File: src/rtl/mem_stage.sv
`default_nettype none
// ============================================================================
//  Module   : mem_stage
//  Purpose  : Memory-access stage of a five-stage MIPS pipeline. Holds the
//             EX/MEM pipeline register (with stall and flush), drives the
//             data-memory bus from the registered fields, extends load data,
//             forwards the W-stage result into store data and selects the
//             value handed on to the MEM/WB register.
//  Ports    : clk, reset                 - clock, synchronous active-high reset
//             stall, flush               - pipeline register control
//             e_PC/e_Instr/e_ALUout/e_RTdata/e_WriteReg/e_Tnew - EX values
//             w_WriteReg, w_WD           - W-stage result for store forwarding
//             m_data_rdata               - asynchronous data-memory read word
//             m_PC/m_Instr/m_ALUout/m_WriteReg/m_Tnew - registered fields
//             m_Mout                     - load data, PC+8 or ALU result
//             m_data_addr/m_data_wdata/m_data_byteen - data-memory bus
//  Revision : 1.0 - initial release
// ============================================================================
module mem_stage #(
    parameter logic [31:0] PC_RESET = 32'h0000_3000
) (
    input  logic        clk,
    input  logic        reset,
    input  logic        stall,
    input  logic        flush,
    input  logic [31:0] e_PC,
    input  logic [31:0] e_Instr,
    input  logic [31:0] e_ALUout,
    input  logic [31:0] e_RTdata,
    input  logic [4:0]  e_WriteReg,
    input  logic [1:0]  e_Tnew,
    input  logic [4:0]  w_WriteReg,
    input  logic [31:0] w_WD,
    input  logic [31:0] m_data_rdata,
    output logic [31:0] m_PC,
    output logic [31:0] m_Instr,
    output logic [31:0] m_ALUout,
    output logic [31:0] m_Mout,
    output logic [4:0]  m_WriteReg,
    output logic [1:0]  m_Tnew,
    output logic [31:0] m_data_addr,
    output logic [31:0] m_data_wdata,
    output logic [3:0]  m_data_byteen
);

    // Opcode / funct encodings
    localparam logic [5:0] c_OP_LW    = 6'b100011;
    localparam logic [5:0] c_OP_LH    = 6'b100001;
    localparam logic [5:0] c_OP_LHU   = 6'b100101;
    localparam logic [5:0] c_OP_LB    = 6'b100000;
    localparam logic [5:0] c_OP_LBU   = 6'b100100;
    localparam logic [5:0] c_OP_SW    = 6'b101011;
    localparam logic [5:0] c_OP_SH    = 6'b101001;
    localparam logic [5:0] c_OP_SB    = 6'b101000;
    localparam logic [5:0] c_OP_JAL   = 6'b000011;
    localparam logic [5:0] c_OP_RTYPE = 6'b000000;
    localparam logic [5:0] c_FN_JALR  = 6'b001001;

    // ------------------------------------------------------------------
    // EX/MEM pipeline register
    // ------------------------------------------------------------------
    logic [31:0] r_pc;
    logic [31:0] r_instr;
    logic [31:0] r_aluout;
    logic [31:0] r_rtdata;
    logic [4:0]  r_write_reg;
    logic [1:0]  r_tnew;

    // Tnew counts down by one stage but saturates at zero.
    logic [1:0] w_tnew_next;
    assign w_tnew_next = (e_Tnew == 2'd0) ? 2'd0 : (e_Tnew - 2'd1);

    always_ff @(posedge clk) begin
        if (reset) begin
            r_pc        <= PC_RESET;
            r_instr     <= 32'd0;
            r_aluout    <= 32'd0;
            r_rtdata    <= 32'd0;
            r_write_reg <= 5'd0;
            r_tnew      <= 2'd0;
        end else if (flush) begin
            // Bubble keeps the PC so exception/EPC logic downstream still
            // sees which instruction slot this was.
            r_pc        <= e_PC;
            r_instr     <= 32'd0;
            r_aluout    <= 32'd0;
            r_rtdata    <= 32'd0;
            r_write_reg <= 5'd0;
            r_tnew      <= 2'd0;
        end else if (!stall) begin
            r_pc        <= e_PC;
            r_instr     <= e_Instr;
            r_aluout    <= e_ALUout;
            r_rtdata    <= e_RTdata;
            r_write_reg <= e_WriteReg;
            r_tnew      <= w_tnew_next;
        end
    end

    // ------------------------------------------------------------------
    // Decode of the resident instruction
    // ------------------------------------------------------------------
    logic [5:0] w_opcode;
    logic [4:0] w_rt;
    logic [5:0] w_funct;
    logic [1:0] w_a;

    assign w_opcode = r_instr[31:26];
    assign w_rt     = r_instr[20:16];
    assign w_funct  = r_instr[5:0];
    assign w_a      = r_aluout[1:0];

    logic w_is_load;
    logic w_is_link;

    assign w_is_load = (w_opcode == c_OP_LW)  || (w_opcode == c_OP_LH)  ||
                       (w_opcode == c_OP_LHU) || (w_opcode == c_OP_LB)  ||
                       (w_opcode == c_OP_LBU);
    assign w_is_link = (w_opcode == c_OP_JAL) ||
                       ((w_opcode == c_OP_RTYPE) && (w_funct == c_FN_JALR));

    // ------------------------------------------------------------------
    // Store data: forward W result unless rt is $0
    // ------------------------------------------------------------------
    logic [31:0] w_rt_fwd;
    assign w_rt_fwd = ((w_rt != 5'd0) && (w_WriteReg == w_rt)) ? w_WD : r_rtdata;

    logic [31:0] w_wdata;
    logic [3:0]  w_byteen;

    always_comb begin
        w_wdata  = w_rt_fwd;
        w_byteen = 4'b0000;
        case (w_opcode)
            c_OP_SW: begin
                w_byteen = 4'b1111;
            end
            c_OP_SH: begin
                w_byteen = w_a[1] ? 4'b1100 : 4'b0011;
                w_wdata  = {2{w_rt_fwd[15:0]}};
            end
            c_OP_SB: begin
                w_byteen = 4'b0001 << w_a;
                w_wdata  = {4{w_rt_fwd[7:0]}};
            end
            default: ;
        endcase
    end

    // ------------------------------------------------------------------
    // Load extension
    // ------------------------------------------------------------------
    logic [7:0]  w_byte;
    logic [15:0] w_half;
    logic [31:0] w_load_data;

    always_comb begin
        case (w_a)
            2'd0:    w_byte = m_data_rdata[7:0];
            2'd1:    w_byte = m_data_rdata[15:8];
            2'd2:    w_byte = m_data_rdata[23:16];
            default: w_byte = m_data_rdata[31:24];
        endcase
    end

    assign w_half = w_a[1] ? m_data_rdata[31:16] : m_data_rdata[15:0];

    always_comb begin
        w_load_data = m_data_rdata;
        case (w_opcode)
            c_OP_LB:  w_load_data = {{24{w_byte[7]}}, w_byte};
            c_OP_LBU: w_load_data = {24'd0, w_byte};
            c_OP_LH:  w_load_data = {{16{w_half[15]}}, w_half};
            c_OP_LHU: w_load_data = {16'd0, w_half};
            default:  ;
        endcase
    end

    // ------------------------------------------------------------------
    // Result select
    // ------------------------------------------------------------------
    logic [31:0] w_mout;

    always_comb begin
        w_mout = r_aluout;
        if (w_is_load) begin
            w_mout = w_load_data;
        end else if (w_is_link) begin
            w_mout = r_pc + 32'd8;
        end
    end

    // ------------------------------------------------------------------
    // Outputs
    // ------------------------------------------------------------------
    assign m_PC          = r_pc;
    assign m_Instr       = r_instr;
    assign m_ALUout      = r_aluout;
    assign m_WriteReg    = r_write_reg;
    assign m_Tnew        = r_tnew;
    assign m_Mout        = w_mout;
    assign m_data_addr   = r_aluout;
    assign m_data_wdata  = w_wdata;
    assign m_data_byteen = w_byteen;

endmodule
`default_nettype wire

File: config.mk
export PLATFORM = sky130hd
export DESIGN_NAME = mem_stage
export DESIGN_NICKNAME = d
export VERILOG_FILES = /design/src/rtl/mem_stage.sv
export SDC_FILE = /design/constraint.sdc
export NUM_CORES = 1
export LEC_CHECK = 0
export BUFFER_PORTS_ARGS = -buffer_cell sky130_fd_sc_hd__buf_2
export CAP_MARGIN = 20
export CORE_ASPECT_RATIO = 0.7
export CORE_MARGIN = 2
export CORE_UTILIZATION = 30
export DETAILED_ROUTE_END_ITERATION = 10
export SYNTH_ARGS = -nofsm -noshare
export SYNTH_HDL_FRONTEND = slang
export SYNTH_SLANG_ARGS = --single-unit
export TNS_END_PERCENT = 20
File: constraint.sdc
create_clock -name clk -period 4.98 [get_ports clk]
set_input_delay 0.498 -clock clk [delete_from_list [all_inputs] [get_ports clk]]
set_output_delay 0.498 -clock clk [all_outputs]
set_load 0.02 [all_outputs]
# Word-level counts from Yosys, hierarchy flattened

Index checks and enable logic that the tools add are counted.

Add/subtract/negate cells: 2
Equal/unequal tests: 14
Shift operators: 1
Muxes and demuxes: 12
Reduce and logical (&&, ||, !) cells: 12

Operators by type and width:

| kind                  | count |
|---|---|
| $mux 32               | 5 |
| $pmux 32 s4           | 1 |
| $pmux 32 s2           | 1 |
| $eq 6x6->1 const B    | 8 |
| $add 32x4->32 const B | 1 |
| $pmux 8 s3            | 1 |
| $mux 16               | 1 |
| $pmux 4 s3            | 1 |
| $eq 6x2->1 const B    | 1 |
| $eq 6x4->1 const B    | 1 |
| $logic_not 6->1       | 1 |
| $eq 5x5->1            | 1 |
| $logic_or 1x1->1      | 5 |
| $reduce_bool 5->1     | 1 |
| $logic_not 2->1       | 2 |
| $mux 4                | 1 |
| $shl 1x2->4 const A   | 1 |
| $eq 2x1->1 const B    | 1 |
| $eq 2x2->1 const B    | 1 |
| $logic_and 1x1->1     | 2 |
| $mux 2                | 1 |
| $ne 2x1->1 const B    | 1 |
| $reduce_or 2->1       | 1 |
| $sub 2x1->2 const B   | 1 |

Register bits after elaboration: 135
Output and inout bits: 203
Logic and storage cells: 47

# Logic depth before layout (Yosys ltp)

Depth in word-level cells: 6
Mapped depth: 9
Depth with buffers taken out: 6

# Worst setup path before layout

No wires, ideal clock.

Path type: register -> output
From: reg r_pc[3], in the netlist m_PC[3]
To: out m_Mout[23]
Data arrival time: 2140 ps
Setup slack: 2342 ps
Cell stages (with the launch flop): 8
Path buffers: 1
Cells stage by stage: dfxtp_1 ha_1 and4_1 clkbuf_1 nand2_1 o311ai_0 o22ai_1 o21ai_0

Cells in the longest elaborated chain, start to end: 3

RTL lines:

| what                     | line | text |
|---|---|---|
| start: declaration       | 62   | `logic [31:0] r_pc;` |
| start signal: assignment | 84   | `r_pc <= e_PC;` |
| start signal: assignment | 91   | `r_pc <= e_PC;` |
| $add 32x4->32            | 189  | `w_mout = r_pc + 32'd8;` |
| $mux 32                  | 188  | `end else if (w_is_link) begin` |
| $mux 32                  | 186  | `if (w_is_load) begin` |
| end: declaration         | 38   | `output logic [31:0] m_Mout,` |

Every way passes these cells.

# Worst setup path after layout

From: reg r_instr[27], in the netlist m_Instr[27]
To: out m_Mout[16]

Cells in the longest elaborated chain, start to end: 6
Elaborated cells between the ends (all ways): 16

RTL lines:

| what                                 | line     | text |
|---|---|---|
| start: declaration                   | 63       | `logic [31:0] r_instr;` |
| start signal: assignment             | 92       | `r_instr <= e_Instr;` |
| $eq 6x6->1, on equally long branches | 116, 170 |  |
| $logic_or 1x1->1 (2 in a row)        | 116      | `assign w_is_load = (w_opcode == c_OP_LW) \|\| (w_opcode == c_OP_LH) \|\|` |
| $logic_or 1x1->1 (2 in a row)        | 117      | `(w_opcode == c_OP_LHU) \|\| (w_opcode == c_OP_LB) \|\|` |
| $mux 32 *                            | 186      |  |

Every way passes the cells marked *; elsewhere a longest branch is shown, timed or not.

==> results.py <==
metrics = {
    "timing": {
        "hold_viol_final": 0,
        "rsz0062_at_grt": "false",
        "worst_pin_slew_ns": 1.04,
        "fin_tns_setup_ns": 0,
        "relSlewSlack_pct": 30.9,
        "fmax_mhz": 263,
        "maxSlewViolCount": 0,
        "period_share_pct": 76.3,
        "finClkSkew_ns": 0,
        "setup-violations-final": 0,
        "min_period_ns": 3.80,
    },
    "finish": {
        "multi_input_area_sq_mm": 0.00470,
        "seq_area_sq_mm": 0.00270,
        "drive_above_1_share_pct": 37.7,
        "final_area_sq_mm": 0.0107,
        "fillers": 2749,
        "area_growth_pct": 33.5,
        "nets": 1500,
    },
    "drt": {
        "drt-total-wl_mm": 32.9,
        "dr.pass1.iters": 5,
        "wl_per_cell_microns": 19.7,
        "num_vias": 8444,
        "drc": 0,
        "viasPerCell": 5.07,
        "dr.first_iter.drc_count": 701,
        "ant_nets": 0,
    },
    "floorplan": {
        "core_sq_mm": 0.0259,
        "start_util_pct": 30.8,
        "num_io_pins": 411,
        "die_h_microns": 141,
        "die_w_microns": 199,
        "dieArea_sq_mm": 0.0280,
        "rows": 49,
    },
    "power_and_ir_drop": {
        "p_leak_nw": 5.13,
        "p_per_area_mw_per_mm2": 283,
        "ir_drop_mv": 0.223,
    },
    "synth": {
        "ys_async_sr_fraction_pct": 0,
        "yosys_warnings": 0,
        "syn-instance-count": 959,
        "synth-edff-count": 0,
        "syn_avg_cell_area_sq_um": 8.33,
        "syn_area_sq_mm": 0.00799,
        "ys_seq_elements": 135,
        "syn_nets": 1168,
        "ys.flop_type": "dfxtp_1",
        "ys_seq_area_share_pct": 33.8,
        "ys_types": 61,
    },
    "place": {
        "place_congestion": 0.951,
        "placed_area_sq_mm": 0.0100,
        "numPortBuffers": 410,
        "hpwl_mm": 25.4,
    },
    "grt": {
        "overflow": 0,
        "grt_pass1_vias": 7707,
        "grtUsageTotal_pct": 22.4,
        "grt_max_degree": 63,
        "grt_first_pass_wirelength_mm": 47.0,
        "antenna_found_initial": 6,
    },
    "critical_path": {
        "critPathLaunch": "m_Instr[27]",
        "worst_ep_arrival_time_ns": 3.30,
        "cp-end-kind": "primary output",
        "regToRegSetupSlack_ns": 3.76,
        "worstSetupPathType": "flop to primary output",
        "cp_max_fo": 16,
        "r2r-start": "m_Instr[26]",
        "critical_path_required_ns": 4.48,
        "critPathLaunchType": "flop",
    },
    "run": {
        "drv_cap": 0,
    },
    "min_path": {
        "holdCritPathClass": "input port to flop",
        "worstHoldStart": "e_PC[13]",
    },
    "clock_network": {
        "cts.reportedPaths.clkPinSlew_ns": 0.07,
        "cts_buffers": 17,
        "holdBufCountCts": 0,
        "cts_num_sinks": 135,
        "cts_tree": "built",
        "post_cts_resized": 0,
        "clock_latency_ns": 0.42,
        "ctsLongestPathBuffers": 2,
        "cts_root_buf": "clkbuf_16",
        "post_cts.repair.setup_buffers": 0,
        "htreeDepth": 4,
    },
    "outcome": {
        "status": "complete, no violations",
    },
}
## worst max-delay path, stage by stage, from the launching register on
cell and delay, ns:
dfxtp_1 0.45, or4b_4 0.71, a2111oi_4 0.78, a21oi_1 0.10, a221oi_1 0.55, buf_2 0.28
## placed cells by master (no fill, tap or decap), drive strengths merged, types with 6 or more instances in the layout
cell      n
buf     420
mux2i   137
dfxtp   135
nor2    134
nand2   104
a21oi    75
o21ai    39
nand3    22
xnor2    20
clkbuf   19
mux2     18
o211ai   17
inv      13
a211oi   12
nor4     11
nor3     10
nor2b    10
mux4      9
nand4     9
xor2      7
clkinv    6
## report_power, final
group / total (mW) / switching, mW / leakage, nW / internal, mW
registers: 1.18 / 0.0580 / 1.11 / 1.12
clock network: 1.33 / 0.533 / 0.288 / 0.794
logic: 0.514 / 0.299 / 3.73 / 0.215
## metrics by stage
stage          utilization, %  hold WS, ns  worst slack (ns)  total power [mW]  instances
3_5_place_dp             38.7        0.468              1.68              1.72       1629
5_1_grt                  41.1        0.285              1.06              3.14       1663
2_1_floorplan               -        0.463              2.34              1.49        959
6_report                 41.1        0.283              1.18              3.02       1665
4_1_cts                  41.1        0.258              1.20              3.06       1661
3_3_place_gp             38.6        0.465              1.69              1.71       1628
## cell families (layout without fill, tap and decap cells)
family          after synthesis  after routing  share of synthesized area (%)
compound gates              186            186                           14.6
xor+xnor                     27             27                           2.96
fa+ha+maj                     1              1                          0.157
buf+inv                     118            463                           7.50
flops                       135            135                           33.8
mux                         164            164                           22.3
other cells                   0              4                              0
simple gates                328            328                           18.6
## layout make-up
| type | instances | share of cell area [%] |
|---|---|---|
| clock inverter | 13 | 1.61 |
| multi-input combinational | 706 | 44.1 |
| antenna | 4 | 0.0939 |
| inverter | 11 | 0.387 |
| clock buffer | 19 | 4.06 |
| timing repair buffer | 420 | 20.2 |
| sequential | 135 | 25.4 |
| tap | 357 | 4.19 |
## per-layer routing
metal / up-vias / track usage (%) / routed length (microns)
met2: 387 / 34.9 / 14900
li1: 4039 / - / -
met3: 25 / 5.71 / 2930
met5: - / 0 / 22
met1: 3989 / 30.8 / 14700
met4: 4 / 5.34 / 346
## path summary, 6_finish.rpt
| kind | depth (start not counted) | to |
|---|---|---|
| setup / recovery | 5 | m_Mout[16] |
| hold / removal | 3 | m_PC[13] |
| setup reg to reg | 3 | m_Instr[26] |
| hold reg to reg | 2 | m_PC[2] |
## synthesized netlist by cell type, types with 10 or more instances
master      n  share of area (%)
mux2_2     17                2.4
a211oi_1   12                1.1
o21ai_0    38                2.4
nand2_1   103                4.8
mux2i_1   137                 17
buf_2      14               0.88
nand3_1    22                1.4
nor2_1    134                6.3
inv_1      11               0.52
clkbuf_1   48                2.3
nor4_1     10               0.78
o211ai_1   17                1.6
dfxtp_1   135                 34
a21oi_1    75                4.7
nor2b_1    10               0.78
xnor2_1    20                2.2
buf_4      35                3.3
## registers in the layout, indices dropped and copies added, names as in the netlist
signal and count:
m_ALUout 32, m_Instr 32, m_PC 32, m_Tnew 2
m_WriteReg 5, r_rtdata 32
Power figures use the tool's default switching activity.
